$ cat config.mk
export PLATFORM = sky130hd
export DESIGN_NAME = bus_arbiter2
export DESIGN_NICKNAME = d
export VERILOG_FILES = /design/src/rtl/bus_arbiter2_pkg.sv /design/src/rtl/bus_arbiter2_timeout.sv /design/src/rtl/bus_arbiter2.sv
export SDC_FILE = /design/constraint.sdc
export NUM_CORES = 1
export LEC_CHECK = 0
export CAP_MARGIN = 20
export CORE_AREA = 2 2 132 134
export DETAILED_ROUTE_END_ITERATION = 12
export DIE_AREA = 0 0 134 136
export GPL_TIMING_DRIVEN = 0
export SYNTH_ARGS = -nofsm -noshare
export SYNTH_HDL_FRONTEND = slang
export SYNTH_HIERARCHICAL = 1
export SYNTH_SLANG_ARGS = --single-unit
$ cat constraint.sdc
create_clock -name clk -period 3.7 [get_ports clk]
set_input_delay 0.37 -clock clk [delete_from_list [all_inputs] [get_ports clk]]
set_output_delay 0.37 -clock clk [all_outputs]
set_load 0.01 [all_outputs]
$ cat src/rtl/bus_arbiter2_pkg.sv
// Shared types and constants for the two-master bus arbiter.
package bus_arbiter2_pkg;

   typedef enum logic [1:0] {
      ARB_IDLE = 2'd0,
      ARB_GNT0 = 2'd1,
      ARB_GNT1 = 2'd2
   } arb_state_t;

   localparam int unsigned ARB_TIMEOUT = 1024;

   function automatic int unsigned tmo_cnt_width(input int unsigned timeout);
      return (timeout < 2) ? 1 : $clog2(timeout);
   endfunction

endpackage

$ cat src/rtl/bus_arbiter2_timeout.sv
// Per-transfer watchdog: counts unanswered strobe cycles, pulses tmo at TIMEOUT-1.
module bus_timeout
   import bus_arbiter2_pkg::*;
#(
   parameter int unsigned TIMEOUT = ARB_TIMEOUT
) (
   input  logic clk,
   input  logic rst,
   input  logic strobe,
   input  logic s_ready,
   input  logic clear,
   output logic tmo
);

   localparam int unsigned   CW   = tmo_cnt_width(TIMEOUT);
   localparam logic [CW-1:0] LAST = CW'(TIMEOUT - 1);

   logic [CW-1:0] count;

   // A ready in the final cycle wins over the timeout.
   assign tmo = strobe & ~s_ready & (count == LAST);

   always_ff @(posedge clk) begin
      if (rst || clear || !strobe || s_ready || tmo) count <= '0;
      else                                           count <= count + 1'b1;
   end

endmodule

$ cat src/rtl/bus_arbiter2.sv
// Two-master fixed-priority bus arbiter with transfer-boundary handoff and timeout.
module bus_arbiter2
   import bus_arbiter2_pkg::*;
#(
   parameter int unsigned TIMEOUT = ARB_TIMEOUT,
   parameter int unsigned HIPRIO  = 0
) (
   input  logic        clk,
   input  logic        rst,
   input  logic        m0_req,
   output logic        m0_gnt,
   output logic        m0_hrd,
   input  logic [31:0] m0_a,
   input  logic [31:0] m0_d,
   input  logic        m0_we,
   input  logic        m0_rd,
   output logic [31:0] m0_spo,
   output logic        m0_ready,
   input  logic        m1_req,
   output logic        m1_gnt,
   output logic        m1_hrd,
   input  logic [31:0] m1_a,
   input  logic [31:0] m1_d,
   input  logic        m1_we,
   input  logic        m1_rd,
   output logic [31:0] m1_spo,
   output logic        m1_ready,
   output logic [31:0] s_a,
   output logic [31:0] s_d,
   output logic        s_we,
   output logic        s_rd,
   input  logic [31:0] s_spo,
   input  logic        s_ready,
   output logic        bus_err,
   output logic [31:0] err_addr
);

   arb_state_t  state, state_nxt;
   logic        busy, tmo, strobe, pending, grant_change;
   logic        sel_we, sel_rd;
   logic [31:0] sel_a, sel_d;

   always_comb begin
      state_nxt = state;
      case (state)
         ARB_IDLE: begin
            if (m0_req && m1_req) state_nxt = (HIPRIO == 0) ? ARB_GNT0 : ARB_GNT1;
            else if (m0_req)      state_nxt = ARB_GNT0;
            else if (m1_req)      state_nxt = ARB_GNT1;
         end
         ARB_GNT0: if (!m0_req) state_nxt = m1_req ? ARB_GNT1 : ARB_IDLE;
         ARB_GNT1: if (!m1_req) state_nxt = m0_req ? ARB_GNT0 : ARB_IDLE;
         default:  state_nxt = ARB_IDLE;
      endcase
   end

   assign grant_change = (state_nxt != state);

   always_ff @(posedge clk) begin
      if (rst) begin
         state    <= ARB_IDLE;
         m0_gnt   <= 1'b0;
         m1_gnt   <= 1'b0;
         busy     <= 1'b0;
         bus_err  <= 1'b0;
         err_addr <= '0;
      end else begin
         state  <= state_nxt;
         m0_gnt <= (state_nxt == ARB_GNT0);
         m1_gnt <= (state_nxt == ARB_GNT1);
         if (grant_change || s_ready || tmo) busy <= 1'b0;
         else if (pending)                   busy <= 1'b1;
         bus_err <= tmo;
         if (tmo) err_addr <= s_a;
      end
   end

   // Registered grants select the source, so strobes only pass once gnt is visible.
   always_comb begin
      sel_we = 1'b0;
      sel_rd = 1'b0;
      sel_a  = '0;
      sel_d  = '0;
      if (m0_gnt) begin
         sel_we = m0_we;
         sel_rd = m0_rd;
         sel_a  = m0_a;
         sel_d  = m0_d;
      end else if (m1_gnt) begin
         sel_we = m1_we;
         sel_rd = m1_rd;
         sel_a  = m1_a;
         sel_d  = m1_d;
      end
   end

   assign strobe  = sel_we | sel_rd;
   assign pending = strobe & ~s_ready;

   bus_timeout #(.TIMEOUT(TIMEOUT)) u_timeout (
      .clk     (clk),
      .rst     (rst),
      .strobe  (strobe),
      .s_ready (s_ready),
      .clear   (grant_change),
      .tmo     (tmo)
   );

   assign s_a  = sel_a;
   assign s_d  = sel_d;
   assign s_we = sel_we & ~tmo;
   assign s_rd = sel_rd & ~tmo;

   assign m0_spo   = (m0_gnt && !tmo) ? s_spo : '0;
   assign m1_spo   = (m1_gnt && !tmo) ? s_spo : '0;
   assign m0_ready = m0_gnt & (s_ready | tmo);
   assign m1_ready = m1_gnt & (s_ready | tmo);
   assign m0_hrd   = m0_gnt & m1_req & ~busy & ~pending;
   assign m1_hrd   = m1_gnt & m0_req & ~busy & ~pending;

endmodule

==> metrics.md <==
| Metric | Value |
|---|---|
| Hold violation total from the final report | 0 |
| Synth-to-layout area growth | 127% |
| Switching power share of the total | 0.263 |
| Hold-fix buffer count after cts | 0 |
| Worst clock skew | 0.00425 ns |
| Post-Syn Instances | 379 |
| Warnings from Yosys | 6 |
| Top Ports | 338 |
| Initial antenna violation count | 1 |
| Upper clock frequency limit | 287 MHz |
| Setup-failing EPs final | 0 |
| Worst Setup Path Type | primary input to primary output |
| Post-route DRC violation count | 0 |
| CP Launch Point | m1_rd |
| Synth async-reset ratio | 0 |
| Crit path max-delay family | simple AND/OR/NAND/NOR gates |
| Worst-path fanout max | 10 |
| Commonest cells after routing, fill and taps aside | 337 x clkdlybuf4s50_1, 73 x nor2_1, 64 x and2_1 |
| Setup crit end kind | primary output |
| Period utilization | 0.943 |
| Category of the worst setup path launch point | primary input |
| Register bit total from synthesis | 48 |
| Wire length of the first global-routing pass | 24.2 mm |
| CTS tree | built |
| Mapped Nets | 549 |
| P_sw | 0.402 mW |
| Post-synthesis cell type with the largest combined area | dfxtp_1 |
| Static leakage power | 2.59 nW |
| Number of max-slew violations in the final report | 0 |
| Fraction of post-synthesis cell area in the top cell type by area | 0.314 |
| Actual transition at the worst max-transition pin | 0.680 ns |
| Critical Path, Cell by Cell | clkdlybuf4s50_1 > o21a_1 > or2_2 > a21boi_1 > or2b_1 > nor4_4 > nor2b_2 > clkbuf_2 > and2_1 > clkdlybuf4s50_1 |
| Clk Latency, worst-skew pair | 0.29 ns |
| VDD IR max | 0.000174 V |
| Reg2reg start | m0_gnt |
| Main combinational cell family by area after synthesis | compound AO/OA/AOI/OAI gates |
| Register area share after synthesis | 0.314 |
| RePlAce Congestion | 0.824 |
| Number of max-capacitance violations reported | 0 |
| Standard cell core area | 0.0169 mm^2 |
| Largest net degree at the start of global routing | 20 |
| First-pass iteration count of the detailed router | 4 |
| Xor/xnor share of the synthesized area | 0.00857 |
| Via count | 4214 |
| Critical Path RT | 3.33 ns |
| Cell occurring most often along the worst timing path | clkdlybuf4s50_1 |
| Worst Hold Launch | u_timeout/count[0] |
| Arrival time of the worst setup path | 3.12 ns |
| Floorplan row count | 48 |
| Count of buffers from port buffering | 337 |
| Compound-cell area share of the yosys netlist | 0.308 |
| Post-layout instance area | 0.00694 mm^2 |
| Number of nets in the layout | 895 |
| Status | completed |
| Crit path max-delay cell type | clkdlybuf4s50_1 |
| Number of synthesized flops with an enable pin | 0 |
| Clock period minus worst slack | 3.49 ns |
| Slowest Stage Delay on Critical Path | 0.52 ns |
| Fin worst setup slack | 0.211 ns |
| Cell area after technology mapping | 0.00306 mm^2 |
| Layout cell share with drive strength beyond 1 | 0.0620 |
| Gr usage total | 0.171 |
| Power share of the combinational group | 0.343 |
| Effective utilization at floorplan | 0.182 |
| Maximum buffer depth of the clock tree | 2 |
| Area enclosed by the die boundary | 0.0182 mm^2 |
| Clock tree root driver cell | clkbuf_16 |
| Unrepaired setup endpoints after global routing | false |
| DR WL/cell | 17.4 um |
| Sum of net half-perimeters after detailed placement | 14.0 mm |
| Final total power | 1.53 mW |
| Number of global-route vias before repair | 4266 |
| Fraction of the mapped netlist area in adder cells | 0.00408 |
| Overall routed net length | 16.6 mm |
| TritonCTS Sinks | 48 |
| Setup Total Neg Slack | 0 ns |
| Post-synthesis share of cell area spent on and, or, nand and nor gates | 0.301 |
| Most common library cell in the layout ignoring fill and taps | clkdlybuf4s50_1 |
| Global-route congestion overflow total | 0 |
| TritonCTS Buffers | 5 |
| Fill count | 1651 |
| Sequential share of power | 0.343 |
| WP buf/inv | 3 |
| Number of routed nets with antenna violations | 0 |
| Worst min-delay path category | register to register |
| Number of DRC violations after detailed-routing iteration 0 | 133 |
| Internal power consumption | 1.13 mW |
| Post-placement cell area | 0.00672 mm^2 |
| Top cells by area, synth | dfxtp_1 31%, a22o_1 18%, and2_1 13% |
| Via density per instance | 4.43 |
| Die height | 136 um |
| Portion of netlist area occupied by mux cells | 0 |
| Clock transition at the registers of the reported paths | 0.07 ns |
| Worst relative slew slack | 0.542 |
| PD cells | 220 mW/mm^2 |
| Clock network fraction of design power | 0.314 |
| Primary FF master, synth | dfxtp_1 |
| Number of H-tree levels | 2 |
| Post-placement setup slack | -0.645 ns |
| Die width | 134 um |
| Synth cell types | 40 |
| Mean area per synthesized cell | 8.08 um^2 |
-- path summary, 6_finish.rpt --
check | depth (start not counted) | end | slack (ns)
setup / recovery | 10 | m0_spo[6] | 0.21
hold / removal | 1 | u_timeout/count[0] | 0.47
setup reg to reg | 12 | err_addr[6] | 0.91
hold reg to reg | 1 | u_timeout/count[0] | 0.47
-- metal layers --
metal | up-vias | global-route usage | wire length (um)
met5 | - | 0 | 0
met4 | 0 | 0.0408 | 176
met3 | 12 | 0.0492 | 1420
met2 | 236 | 0.314 | 8410
met1 | 1928 | 0.196 | 6560
li1 | 2038 | - | -
-- power groups by stage --
stage	Clock [mW]	Combinational, mW	Sequential (mW)
after global routing	0.525	0.556	0.524
after floorplan	0	0.156	0.534
after detailed placement	0	0.525	0.536
after CTS	0.497	0.529	0.524
final	0.480	0.525	0.524
after global placement	0	0.523	0.535
-- area by class of cell --
class,count,area [um^2],area share
timing repair buffer,341,3420,0.492
multi-input combinational,294,1930,0.277
sequential,48,963,0.139
tap,225,282,0.0406
buffer,30,181,0.0261
clock buffer,6,139,0.0200
inverter,5,18.8,0.00270
clock inverter,2,13.8,0.00198
antenna,1,2.50,0.000360
-- cell usage after synthesis, types with 2 or more instances --
library cell and n:
or3_1 4, nor4b_1 2, clkbuf_1 11, and3b_1 3, nor2_1 73, and2_1 64, nand2_1 6, nor4_1 2
buf_6 3, xor2_1 2, nor3b_1 2, a21oi_1 6, buf_4 6, or4_1 3, a311oi_1 2, buf_2 11
o21a_1 34, o21ai_0 4, dfxtp_1 48, inv_1 5, nor3_1 2, a22o_1 63, nand4_2 2, nand3_1 3
a22oi_1 2, nor2b_1 2
-- flip-flops by register name, summed over array words and instances (netlist names) --
register and cells:
m0_gnt 1, busy 1, u_timeout/count 10, bus_err 1
state 2, m1_gnt 1, err_addr 32
-- cell families after synthesis --
family          count (synthesis)
fa+ha+maj                       1
compound gates                117
buf+inv                        37
simple gates                  173
xor+xnor                        3
flops                          48
-- per-stage QoR --
step	instances	utilization	hold WS, ns
after global placement	941	0.398	0.430
after detailed placement	941	0.398	0.452
final	952	0.411	0.465
after floorplan	379	-	0.418
after global routing	952	0.411	0.484
after CTS	948	0.409	0.462
-- repair_timing --
item,CTS,global route
setup endpoints to repair,69,34
setup buffers,0,4
pin swaps,1,1
resized for setup,12,3
No activity file was read; power rests on OpenSTA's default activity.
